File: src/rtl/bldc_hall_emulator.sv
// -----------------------------------------------------------------------------
// bldc_hall_emulator
//
// Motor/rotor model that sits on the far side of a BLDC controller. It watches
// the six gate-drive signals the controller produces and answers with the three
// Hall sensor signals the controller expects. The rotor advances one electrical
// sector after STEP_CYCLES clocks of uninterrupted torque in one direction.
//
// Ports:
//   CLK      in   system clock, rising edge
//   RST      in   synchronous active-high reset
//   A_IN     in   phase A high-side gate drive
//   AA_IN    in   phase A low-side gate drive
//   B_IN     in   phase B high-side gate drive
//   BB_IN    in   phase B low-side gate drive
//   C_IN     in   phase C high-side gate drive
//   CC_IN    in   phase C low-side gate drive
//   H1..H3   out  registered Hall sensor outputs, always HALL(SECTOR)
//   SECTOR   out  current rotor sector, 0..5
//   STEP     out  one-cycle pulse on each sector change
//   FAULT    out  sticky shoot-through flag, cleared only by RST
//
// Parameters:
//   STEP_CYCLES  clocks of valid torque per sector (>= 2)
//   CNT_W        step counter width (2**CNT_W > STEP_CYCLES)
//   INIT_SECTOR  sector loaded at reset (0..5)
// -----------------------------------------------------------------------------
module bldc_hall_emulator #(
  parameter int STEP_CYCLES = 1000,
  parameter int CNT_W       = 16,
  parameter int INIT_SECTOR = 0
) (
  input  logic       CLK,
  input  logic       RST,
  input  logic       A_IN,
  input  logic       AA_IN,
  input  logic       B_IN,
  input  logic       BB_IN,
  input  logic       C_IN,
  input  logic       CC_IN,
  output logic       H1,
  output logic       H2,
  output logic       H3,
  output logic [2:0] SECTOR,
  output logic       STEP,
  output logic       FAULT
);

  localparam logic [2:0]       INIT_SEC  = 3'(INIT_SECTOR);
  localparam logic [CNT_W-1:0] STEP_LAST = CNT_W'(STEP_CYCLES - 1);
  localparam logic [CNT_W-1:0] CNT_ONE   = CNT_W'(1);

  // Relation between the commanded torque vector and the current rotor sector.
  typedef enum logic [1:0] {
    REL_HOLD = 2'd0,
    REL_FWD  = 2'd1,
    REL_REV  = 2'd2
  } rel_t;

  // Hall code {H3,H2,H1} for a rotor sector. Codes 6/7 cannot occur; they map
  // to the all-zero pattern a real sensor never produces.
  function automatic logic [2:0] hall_of(input logic [2:0] sec);
    logic [2:0] h;
    case (sec)
      3'd0:    h = 3'b001;
      3'd1:    h = 3'b101;
      3'd2:    h = 3'b100;
      3'd3:    h = 3'b110;
      3'd4:    h = 3'b010;
      3'd5:    h = 3'b011;
      default: h = 3'b000;
    endcase
    return h;
  endfunction

  // (sec + 1) mod 6
  function automatic logic [2:0] sec_inc(input logic [2:0] sec);
    logic [2:0] n;
    if (sec >= 3'd5) begin
      n = 3'd0;
    end else begin
      n = sec + 3'd1;
    end
    return n;
  endfunction

  // (sec + 5) mod 6, i.e. one sector backwards
  function automatic logic [2:0] sec_dec(input logic [2:0] sec);
    logic [2:0] n;
    if (sec == 3'd0) begin
      n = 3'd5;
    end else if (sec > 3'd5) begin
      n = 3'd5;
    end else begin
      n = sec - 3'd1;
    end
    return n;
  endfunction

  // Synchroniser stages, packed as {A, AA, B, BB, C, CC}.
  logic [5:0]       r_s1;
  logic [5:0]       r_s2;
  logic [2:0]       r_sector;
  logic [2:0]       r_hall;
  logic             r_step;
  logic             r_fault;
  logic [CNT_W-1:0] r_cnt;
  rel_t             r_prev_rel;

  logic [2:0]       w_hi;
  logic [2:0]       w_lo;
  logic             w_shoot;
  logic             w_pat_ok;
  logic [2:0]       w_cmd;
  logic             w_valid;
  rel_t             w_rel;
  logic [CNT_W-1:0] w_cnt_nxt;
  logic             w_adv;
  logic [2:0]       w_sector_nxt;

  // High-side and low-side views of the synchronised drive, phase order A,B,C.
  assign w_hi    = {r_s2[5], r_s2[3], r_s2[1]};
  assign w_lo    = {r_s2[4], r_s2[2], r_s2[0]};
  assign w_shoot = |(w_hi & w_lo);

  // Command decode: only the six one-high/one-low cross-phase patterns are
  // legal; every other combination falls to the default and is invalid.
  always_comb begin
    w_pat_ok = 1'b0;
    w_cmd    = 3'd0;
    case ({w_hi, w_lo})
      6'b100_010: begin w_pat_ok = 1'b1; w_cmd = 3'd0; end  // A+ B-
      6'b100_001: begin w_pat_ok = 1'b1; w_cmd = 3'd1; end  // A+ C-
      6'b010_001: begin w_pat_ok = 1'b1; w_cmd = 3'd2; end  // B+ C-
      6'b010_100: begin w_pat_ok = 1'b1; w_cmd = 3'd3; end  // B+ A-
      6'b001_100: begin w_pat_ok = 1'b1; w_cmd = 3'd4; end  // C+ A-
      6'b001_010: begin w_pat_ok = 1'b1; w_cmd = 3'd5; end  // C+ B-
      default:    begin w_pat_ok = 1'b0; w_cmd = 3'd0; end
    endcase
  end

  // A latched shoot-through fault disables the rotor regardless of the drive.
  assign w_valid = w_pat_ok & ~r_fault;

  // Relation of the command to the rotor: one ahead pulls forward, one behind
  // pulls backward, anything else (aligned, opposite, invalid) holds.
  always_comb begin
    w_rel = REL_HOLD;
    if (w_valid && (w_cmd == sec_inc(r_sector))) begin
      w_rel = REL_FWD;
    end else if (w_valid && (w_cmd == sec_dec(r_sector))) begin
      w_rel = REL_REV;
    end else begin
      w_rel = REL_HOLD;
    end
  end

  // Step counter and sector advance. The count only matures while the same
  // direction was seen on the previous cycle, so a direction flip restarts it
  // and the sector can never move against the most recent torque.
  always_comb begin
    w_cnt_nxt    = '0;
    w_adv        = 1'b0;
    w_sector_nxt = r_sector;
    if (w_rel == REL_HOLD) begin
      w_cnt_nxt = '0;
    end else if (w_rel == r_prev_rel) begin
      if (r_cnt == STEP_LAST) begin
        w_cnt_nxt = '0;
        w_adv     = 1'b1;
        if (w_rel == REL_FWD) begin
          w_sector_nxt = sec_inc(r_sector);
        end else begin
          w_sector_nxt = sec_dec(r_sector);
        end
      end else begin
        w_cnt_nxt = r_cnt + CNT_ONE;
      end
    end else begin
      w_cnt_nxt = CNT_ONE;
    end
  end

  // State registers; Hall code is derived from the next sector so it changes
  // on exactly the same edge as SECTOR.
  always_ff @(posedge CLK) begin
    if (RST) begin
      r_s1       <= 6'b000000;
      r_s2       <= 6'b000000;
      r_sector   <= INIT_SEC;
      r_hall     <= hall_of(INIT_SEC);
      r_step     <= 1'b0;
      r_fault    <= 1'b0;
      r_cnt      <= '0;
      r_prev_rel <= REL_HOLD;
    end else begin
      r_s1       <= {A_IN, AA_IN, B_IN, BB_IN, C_IN, CC_IN};
      r_s2       <= r_s1;
      r_sector   <= w_sector_nxt;
      r_hall     <= hall_of(w_sector_nxt);
      r_step     <= w_adv;
      r_fault    <= r_fault | w_shoot;
      r_cnt      <= w_cnt_nxt;
      r_prev_rel <= w_rel;
    end
  end

  assign {H3, H2, H1} = r_hall;
  assign SECTOR       = r_sector;
  assign STEP         = r_step;
  assign FAULT        = r_fault;

endmodule

File: config.mk
export PLATFORM = sky130hd
export DESIGN_NAME = bldc_hall_emulator
export DESIGN_NICKNAME = d
export VERILOG_FILES = /design/src/rtl/bldc_hall_emulator.sv
export SDC_FILE = /design/constraint.sdc
export NUM_CORES = 1
export LEC_CHECK = 0
export ABC_AREA = 0
export ABC_CLOCK_PERIOD_IN_PS = 2900
export CAP_MARGIN = 20
export CORE_ASPECT_RATIO = 1.5
export CORE_MARGIN = 5
export CORE_UTILIZATION = 45
export CTS_BUF_LIST = sky130_fd_sc_hd__clkbuf_8
export DETAILED_ROUTE_END_ITERATION = 10
export PLACE_DENSITY = 0.66
export SLEW_MARGIN = 20
export SYNTH_ARGS = -nofsm -noshare
export SYNTH_HDL_FRONTEND = slang
export SYNTH_SLANG_ARGS = --single-unit
File: constraint.sdc
create_clock -name CLK -period 2.9 [get_ports CLK]
set_input_delay 0.725 -clock CLK [delete_from_list [all_inputs] [get_ports CLK]]
set_output_delay 0.725 -clock CLK [all_outputs]
set_load 0.02 [all_outputs]
== Word level (Yosys, flattened, before mapping) ==
Index checks and enable logic that the tools add are counted.

* Output and inout port bits: 8
* Logic and storage cells: 61
* Bits in registers: 38
* Bits of input ports: 8

* Magnitude comparators: 2
* Bitwise gates (word level): 5
* Equal/unequal tests: 16
* $add $sub $neg: 3
* Multiplexer cells: 16
* Reduce and logical (&&, ||, !) cells: 10

{| class="wikitable"
|+ Operator list
! cell !! number
|-
| 3-bit two-way mux || 8
|-
| 3-bit one-hot mux with 6 select lines || 1
|-
| 16-bit by 1-bit adder with 16-bit output, second input constant || 1
|-
| 16-bit by 10-bit == test with 1-bit output, second input constant || 1
|-
| 3-bit one-hot mux with 5 select lines || 1
|-
| 6-bit by 4-bit == test with 1-bit output, second input constant || 2
|-
| 6-bit by 5-bit == test with 1-bit output, second input constant || 2
|-
| 6-bit == test, second input constant || 2
|-
| 3-bit by 2-bit == test with 1-bit output, second input constant || 2
|-
| 3-bit == test || 2
|-
| 3-bit == test, second input constant || 2
|-
| 3-bit logical NOT || 2
|-
| 3-bit OR reduction || 2
|-
| 6-bit OR reduction || 1
|-
| 1-bit two-way mux || 4
|-
| 2-bit two-way mux || 2
|-
| 4-bit OR reduction || 1
|-
| 3-bit by 1-bit adder with 3-bit output, second input constant || 1
|-
| 3-bit AND || 1
|-
| 3-bit by 1-bit == test with 1-bit output, second input constant || 1
|-
| 3-bit greater-or-equal comparator, second input constant || 1
|-
| 3-bit greater-than comparator, second input constant || 1
|-
| 3-bit by 1-bit subtractor with 3-bit output, second input constant || 1
|-
| 2-bit by 1-bit == test with 1-bit output, second input constant || 1
|-
| other kinds (7) || 9
|}

== Longest topological paths before layout ==
Gate-level depths: netlist of run 1.

* Word-level depth: 17
* Gate-level depth with buffers: 13
* Depth with buffers taken out: 11

== Least setup slack after synthesis of run 1 ==
Ideal clock, no wire load.

* Kind: register to register
* Start point: register r_sector[0] (netlist: SECTOR[0])
* End point: register r_hall[1]
* Setup time: 71 ps
* Stages on the path, launching flop included: 11
* Arrival: 2836 ps
* Setup slack: -6 ps
* Period minus slack after synthesis: 2906 ps
* Path buffers: 0
* Required time: 2829 ps
* Cell sequence: dfxtp_1 -> ha_1 -> and2_1 -> o2111a_1 -> a211o_1 -> a311oi_4 -> nand3_4 -> mux2_4 -> o211a_1 -> or3_1 -> a21oi_1

* Longest elaborated chain between the ends: 15
* Elaborated cells on any way between the ends: 29
* Classes of those cells: add/sub (2); order compare (2); eq/ne (9); mux (11); reduce/logical (5)

{| class="wikitable"
|+ Ends and longest elaborated chain
! element !! RTL line !! text
|-
| start: declaration || 103 || <nowiki>logic [2:0] r_sector;</nowiki>
|-
| start signal: assignment || 199 || <nowiki>r_sector <= w_sector_nxt;</nowiki>
|-
| 3-bit by 1-bit subtractor with 3-bit output or 3-bit greater-than comparator (tied branches) || 95, 92 ||
|-
| 3-bit two-way mux || 92 || <nowiki>end else if (sec > 3'd5) begin</nowiki>
|-
| 3-bit two-way mux || 90 || <nowiki>if (sec == 3'd0) begin</nowiki>
|-
| 3-bit two-way mux || 149 || <nowiki>if (w_valid && (w_cmd == sec_inc(r_sector))) begin</nowiki>
|-
| 3-bit == test || 151 || <nowiki>end else if (w_valid && (w_cmd == sec_dec(r_sector))) begin</nowiki>
|-
| 1-bit logical AND || 151 ||
|-
| 2-bit two-way mux || 151 ||
|-
| 2-bit two-way mux || 149 ||
|-
| 2-bit by 1-bit == test with 1-bit output || 171 || <nowiki>if (w_rel == REL_FWD) begin</nowiki>
|-
| 3-bit two-way mux || 171 ||
|-
| 3-bit two-way mux || 168 || <nowiki>if (r_cnt == STEP_LAST) begin</nowiki>
|-
| 3-bit two-way mux || 167 || <nowiki>end else if (w_rel == r_prev_rel) begin</nowiki>
|-
| 3-bit two-way mux * || 165 || <nowiki>if (w_rel == REL_HOLD) begin</nowiki>
|-
| 3-bit == test, or another cell as far along || 64 || <nowiki>case (sec)</nowiki>
|-
| 3-bit one-hot mux with 6 select lines * || 64 ||
|-
| end signal: assignment || 191 || <nowiki>r_hall <= hall_of(INIT_SEC);</nowiki>
|-
| end signal: assignment || 200 || <nowiki>r_hall <= hall_of(w_sector_nxt);</nowiki>
|-
| end: declaration || 104 || <nowiki>logic [2:0] r_hall;</nowiki>
|}

Every way passes the cells marked *; elsewhere a longest branch is shown, timed or not. The select of a mux whose other input is x is not followed.
A chain may end at the register's enable or synchronous reset.

== Worst setup path in the final report of run 1 ==
Same ends and word-level chain as after synthesis.

==> results of run 1 <==
-- cell usage after synthesis, types with 2 or more instances --
| cell | count | area [um2] |
|---|---|---|
| nor4bb_1 | 2 | 20.0 |
| inv_1 | 5 | 18.8 |
| nand4_1 | 2 | 12.5 |
| nor4_1 | 5 | 31.3 |
| nand2_1 | 18 | 67.6 |
| a211oi_1 | 2 | 15.0 |
| clkbuf_1 | 2 | 7.51 |
| buf_6 | 3 | 33.8 |
| dfxtp_1 | 38 | 761 |
| nor3_1 | 5 | 25.0 |
| and3_1 | 3 | 18.8 |
| or3_1 | 4 | 25.0 |
| xnor2_1 | 10 | 87.6 |
| and2_1 | 3 | 18.8 |
| nand3_1 | 11 | 55.1 |
| nor2_1 | 35 | 131 |
| nor3b_2 | 2 | 25.0 |
| nor2b_1 | 16 | 100 |
| o221ai_1 | 2 | 17.5 |
| buf_4 | 3 | 22.5 |
| nand2b_1 | 5 | 31.3 |
| o211ai_1 | 3 | 22.5 |
| o21ai_0 | 6 | 30.0 |
| or3_4 | 2 | 22.5 |
| mux2i_1 | 5 | 50.1 |
| buf_2 | 3 | 15.0 |
| and4_1 | 2 | 17.5 |
| a21o_1 | 2 | 15.0 |
| xor2_1 | 10 | 87.6 |
| ha_1 | 5 | 62.6 |
| a21oi_1 | 8 | 40.0 |
| or2_1 | 2 | 12.5 |
| a31oi_1 | 2 | 12.5 |
-- metrics by stage --
stage | instance area, um2 | TNS (ns) | total power [uW] | worst slack [ns] | util (%)
floorplan | 2180 | 0 | 585 | 0.0499 | -
global placement | 2470 | 0 | 602 | 0.0526 | 51.8
detailed placement | 2470 | 0 | 603 | 0.0244 | 51.8
CTS | 2610 | 0 | 1140 | 0.00125 | 54.7
global route | 2710 | -0.108 | 1170 | -0.0758 | 56.8
finish | 2710 | 0 | 1120 | 0.0319 | 56.8
-- area by class of cell --
class | count | share of cell area [%]
clock buffers | 5 | 2.54
flip-flops and latches | 38 | 28.5
multi-input cells | 196 | 51.5
clock inverters | 3 | 2.54
repair buffers | 35 | 11.2
well taps | 66 | 3.05
inverters | 5 | 0.693
-- where the power goes --
part	internal (uW)	total (uW)	switching, uW
clock network	344	530	185
registers	528	536	7.62
logic	28.9	54.0	25.1
total	902	1120	218
-- state kept, by name (all words and copies together), names as in the netlist --
signal / count
FAULT: 1
r_hall: 3
SECTOR: 3
r_prev_rel: 2
r_s2: 6
STEP: 1
r_cnt: 16
r_s1: 6
-- layout by cell type (no fill, tap or decap), types with 7 or more instances in the layout --
master / synthesis / final
xor2_1: 10 / 10
nand2_1: 18 / 18
clkdlybuf4s50_1: 0 / 15
a21oi_1: 8 / 7
nor2b_1: 16 / 16
nor2_1: 35 / 35
xnor2_1: 10 / 10
buf_4: 3 / 19
dfxtp_1: 38 / 33
nand3_1: 11 / 11
-- worst max path at each step --
| stage | slack [ns] | end |
|---|---|---|
| 6_report | 0.03 | r_hall[1] |
| 3_3_place_gp | 0.05 | r_hall[1] |
| 5_1_grt | -0.08 | r_hall[1] |
| 2_1_floorplan | 0.05 | r_hall[1] |
| 3_5_place_dp | 0.02 | r_hall[1] |
| 4_1_cts | 0.001 | r_hall[1] |
-- per-layer routing --
layer / vias up / track usage, %
met5: - / 0
met4: 0 / 8.12
met3: 9 / 3.18
met2: 23 / 28.1
met1: 845 / 16.9
li1: 941 / -
-- what timing repair did --
action,CTS,global route
buffers inserted,0,2
setup endpoints to repair,0,19
resized for setup,0,20
-- cell families after synthesis --
| kind of cell | after synthesis | synth area share, % |
|---|---|---|
| buffers and inverters | 16 | 4.47 |
| AND/OR/NAND/NOR | 125 | 32.3 |
| AO/OA/AOI/OAI | 38 | 13.2 |
| multiplexers | 7 | 3.50 |
| adder cells (fa/ha/maj) | 5 | 2.87 |
| XOR/XNOR | 21 | 8.77 |
| flip-flops | 38 | 34.9 |
==> out/qor.json, run 1 <==
{
  "sta": {
    "hold_violations": 0,
    "tightestPinTransition_ns": 0.374,
    "grt_setup_unrepaired": "yes",
    "finalHoldWorstSlack_ns": 0.435,
    "slew_headroom_pct": 75.0,
    "timing.final.crit_share_pct": 98.9,
    "maxSlewViolCount": 0,
    "fin_crit_ns": 2.87,
    "upper_clock_frequency_limit_mhz": 349,
    "setup_viol": 0,
    "timing.clock.skew_ns": 0.00728
  },
  "final_layout": {
    "final-instance-count-excl-fill": 348,
    "num_antenna_cells": 0,
    "drive_gt1_share_pct": 19.5,
    "syn_to_final_growth_pct": 24.1,
    "n_fill_cell": 468,
    "multi_input_area_um2": 1390,
    "regArea_um2": 772,
    "nets": 294
  },
  "route": {
    "drc_errors": 0,
    "ant_nets": 0,
    "met2WireLength_um": 2440,
    "detail_route.first_pass.iterations": 4,
    "wl_per_cell_um": 13.0,
    "detail_routed_via_count_per_cell": 5.22,
    "detailroute.via_count": 1818,
    "dr.max_layer_used": "met4",
    "routed_wirelength_um": 4540,
    "count_of_routing_violations_after_the_opening_detailed_route_iteration": 108,
    "met3WireLength_um": 114,
    "route.layer.met1.wl_um": 1850
  },
  "power": {
    "max-vdd-ir-drop_mv": 0.681,
    "pwr_density_cell_nw_per_um2": 413,
    "leakage_power_uw": 0.000944
  },
  "die": {
    "die_h_um": 95.3,
    "core_um2": 4770,
    "core.rowCount": 31,
    "die-width_um": 66.9,
    "ioPinCount": 16,
    "floorplan.initialDensity_pct": 45.7,
    "dieArea_um2": 6370
  },
  "worst_hold_path": {
    "hold-path-cell-count": 1,
    "worst_hold_path.endpoint": "r_s2[5]",
    "worstHoldPathType": "reg2reg",
    "hp-start": "r_s1[5]"
  },
  "grt": {
    "wire_length_of_the_first_global_routing_pass_um": 7620,
    "initial_antenna_violation_count": 0,
    "grt_use_total_pct": 15.7,
    "maximum_number_of_pins_on_one_net_before_global_route_repair": 24,
    "first_global_vias": 1701,
    "gr-total-overflow": 0
  },
  "setup_path": {
    "worstSetupStartpoint": "SECTOR[0]",
    "worstRegToRegCells": 11,
    "critPathSlowestCell": "a311oi_4",
    "critical_path.n_buffers_inverters": 1,
    "crit_path_end_kind": "register",
    "register_to_register_setup_slack_ns": 0.03,
    "required_ns": 3.13,
    "path_class": "reg2reg",
    "max_stage_delay_ns": 0.40,
    "timing.critical_path.from_type": "register",
    "worst_path_dominant_cell_family": "compound AO/OA/AOI/OAI gates",
    "cp.depth": 11,
    "crit_path_cells": "ha_4 -> and2_1 -> o2111a_1 -> a211o_1 -> a311oi_4 -> nand3_4 -> buf_6 -> mux2i_1 -> mux2_2 -> or3_4 -> a21oi_2",
    "critical_path.reg2reg.startpoint": "SECTOR[0]",
    "regToRegEndpoint": "r_hall[1]",
    "critical_path_data_arrival_time_ns": 3.09,
    "critical_path.max_fanout": 8
  },
  "placement": {
    "finalWeightedCongestion": 0.839,
    "placed_cells": 338,
    "dp_hpwl_um": 3450,
    "portBuffers": 15
  },
  "logic_synthesis": {
    "syn_area_um2": 2180,
    "synth-seq-area-share_pct": 34.9,
    "postSynth.asyncResetShare_pct": 0,
    "netlist_instances": 250,
    "postSynthNetCount": 263,
    "synth_warnings": 0,
    "ys_types": 57,
    "number_of_synthesized_flops_with_an_enable_pin": 0,
    "postSynth.topFlopCell": "dfxtp_1",
    "yosys_register_bits": 38,
    "syn_avg_cell_area_um2": 8.73
  },
  "clock_tree": {
    "cts.root.buffer_cell": "clkbuf_8",
    "clk_latency_ns": 0.29,
    "path_clk_slew_ns": 0.08,
    "cts-hold-fix-buffers": 0,
    "tritoncts": "built",
    "cts_max_level": 2,
    "max-clock-path-buffers": 2,
    "tritoncts.num_buffers": 5,
    "numClockSinks": 38
  },
  "job": {
    "max_cap_viol_count": 0
  },
  "status": {
    "status": "finished, final reports clean"
  }
}
Note: power is estimated with default switching activity, not from simulation.
==> inputs of run 2 (changes only) <==
--- a/config.mk
+++ b/config.mk
@@ -6,14 +6,13 @@
 export NUM_CORES = 1
 export LEC_CHECK = 0
 export ABC_AREA = 0
-export ABC_CLOCK_PERIOD_IN_PS = 2900
+export ABC_CLOCK_PERIOD_IN_PS = 2750
 export CAP_MARGIN = 20
 export CORE_ASPECT_RATIO = 1.5
 export CORE_MARGIN = 5
 export CORE_UTILIZATION = 45
 export CTS_BUF_LIST = sky130_fd_sc_hd__clkbuf_8
 export DETAILED_ROUTE_END_ITERATION = 10
-export PLACE_DENSITY = 0.66
 export SLEW_MARGIN = 20
 export SYNTH_ARGS = -nofsm -noshare
 export SYNTH_HDL_FRONTEND = slang
==> constraint.sdc (replaced) <==
create_clock -name CLK -period 2.75 [get_ports CLK]
set_input_delay 0.6875 -clock CLK [delete_from_list [all_inputs] [get_ports CLK]]
set_output_delay 0.6875 -clock CLK [all_outputs]
set_load 0.02 [all_outputs]
==> out/qor.json, run 2 (synthesized netlist as in run 1, its figures left out) <==
{
  "grt": {
    "grt_use_met1_pct": 15.7,
    "maximum_number_of_pins_on_one_net_before_global_route_repair": 24,
    "first_global_vias": 1788,
    "wire_length_of_the_first_global_routing_pass_um": 7690,
    "met2_usage_pct": 30.3,
    "grt.met3_usage_pct": 3.07,
    "initial_antenna_violation_count": 0,
    "grt_use_total_pct": 15.8,
    "top_usage_layer": "met2",
    "gr-total-overflow": 0
  },
  "final_layout": {
    "regArea_um2": 771,
    "drive_gt1_share_pct": 26.3,
    "registers.top_by_ff_count": "r_cnt",
    "n_fill_cell": 435,
    "multi_input_area_um2": 1440,
    "largest_registers": "r_cnt: 16 flops, r_s1: 6 flops, r_s2: 6 flops",
    "nets": 309,
    "final_common_cell": "nor2_1",
    "final_core_utilization_pct": 59.5,
    "syn_to_final_growth_pct": 30.2,
    "finalInstanceArea_um2": 2840,
    "num_antenna_cells": 0,
    "largest_reg_flops": 16,
    "most-common-layout-cells": "nor2_1, dfxtp_1, buf_4"
  },
  "setup_path": {
    "max_stage_delay_ns": 0.38,
    "worst_path_dominant_cell_family": "compound AO/OA/AOI/OAI gates",
    "timing.critical_path.from_type": "register",
    "critical_path_data_arrival_time_ns": 2.99,
    "critical_path.max_fanout": 5,
    "crit_path_end_kind": "register",
    "required_ns": 2.98,
    "path_class": "reg2reg",
    "critPathSlowestCell": "dfxtp_4",
    "critical_path.n_buffers_inverters": 0,
    "crit_path_cells": "ha_4 -> and2_4 -> o2111a_1 -> a211o_1 -> a311oi_4 -> nand3_1 -> a2bb2o_4 -> mux2_4 -> or3_4 -> a21oi_2"
  },
  "clock_tree": {
    "path_clk_slew_ns": 0.08,
    "numClockSinks": 38,
    "cts_max_level": 2,
    "tritoncts": "built",
    "cts.root.buffer_cell": "clkbuf_8",
    "tritoncts.num_buffers": 5,
    "max-clock-path-buffers": 2,
    "clk_latency_ns": 0.29
  },
  "placement": {
    "dp_worst_setup_slack_ns": -0.00871,
    "finalWeightedCongestion": 0.846,
    "dp_hpwl_um": 3570,
    "portBuffers": 15,
    "postPlaceCellArea_um2": 2580
  },
  "sta": {
    "slew_headroom_pct": 74.1,
    "setup_viol": 1,
    "tightestPinTransition_ns": 0.388,
    "maxSlewViolCount": 0,
    "upper_clock_frequency_limit_mhz": 362,
    "timing.clock.skew_ns": 0.00963,
    "hold_violations": 0,
    "fin_crit_ns": 2.76,
    "setup_slack_ns": -0.0105,
    "grt_setup_unrepaired": "yes",
    "timing.final.crit_share_pct": 100,
    "setup-tns-final_ns": -0.0105
  },
  "die": {
    "floorplan.initialDensity_pct": 45.7,
    "die_h_um": 95.3,
    "core_um2": 4770,
    "core.rowCount": 31,
    "ioPinCount": 16,
    "dieArea_um2": 6370,
    "die-width_um": 66.9
  },
  "route": {
    "detail_routed_via_count_per_cell": 5.29,
    "drc_errors": 0,
    "detailroute.via_count": 1921,
    "wl_per_cell_um": 13.2,
    "detail_route.first_pass.iterations": 4,
    "ant_nets": 0,
    "count_of_routing_violations_after_the_opening_detailed_route_iteration": 67,
    "routed_wirelength_um": 4800
  },
  "power": {
    "pwr_density_cell_nw_per_um2": 387,
    "fin_total_pwr_uw": 1100,
    "max-vdd-ir-drop_mv": 0.271,
    "leakage_power_uw": 0.00102
  },
  "job": {
    "max_cap_viol_count": 0
  },
  "worst_hold_path": {
    "worstHoldPathType": "reg2reg"
  },
  "status": {
    "violations": "setup timing",
    "status": "finished, violations left"
  }
}
[run 2: changes by cell type in the layout (fill, tap and decap cells not counted), sizes merged]
cell,change
bufinv,-1
buf,+15
clkinv,+1
[run 2: repair_timing]
action                                  in CTS  in global routing
gates resized for setup                      4                 24
buffers inserted                             1                  3
pin swaps                                    4                 12
endpoints found under the setup margin       2                 21
hold buffers                                 0                  0
[run 2: worst paths after layout]
| path | startpoint | end | slack, ns | cells past startpoint |
|---|---|---|---|---|
| max | SECTOR[0] | r_hall[1] | -0.01 | 10 |
| min | r_s1[3] | r_s2[3] | 0.43 | 1 |
| max reg2reg | SECTOR[0] | r_hall[1] | -0.01 | 10 |
| min reg2reg | r_s1[3] | r_s2[3] | 0.43 | 1 |
[run 2: stage by stage]
stage,hold slack [ns],std cells
finish,0.432,363
global placement,0.416,351
detailed placement,0.420,351
CTS,0.435,360
global route,0.453,363
floorplan,0.414,250
[run 2: layout make-up]
| cell class | instances | share of cell area, % |
|---|---|---|
| multi-input combinational | 196 | 50.8 |
| sequential | 38 | 27.1 |
| timing repair buffer | 50 | 14.7 |
| tap | 66 | 2.91 |
| clock buffer | 5 | 2.42 |
| clock inverter | 3 | 1.41 |
| inverter | 5 | 0.661 |
[run 2: routing by layer]
layer	wire length, um	part of all wire (%)
met1	1910	40
met2	2630	55
met3	139	2.9
met4	125	2.6
met5	0	0
[run 2: power breakdown]
group	internal (uW)	leakage, uW	total [uW]	switching (uW)
clock network	267	0.0000579	473	206
registers	557	0.000311	564	7.56
logic	34.0	0.000648	62.7	28.7
total	858	0.00102	1100	242
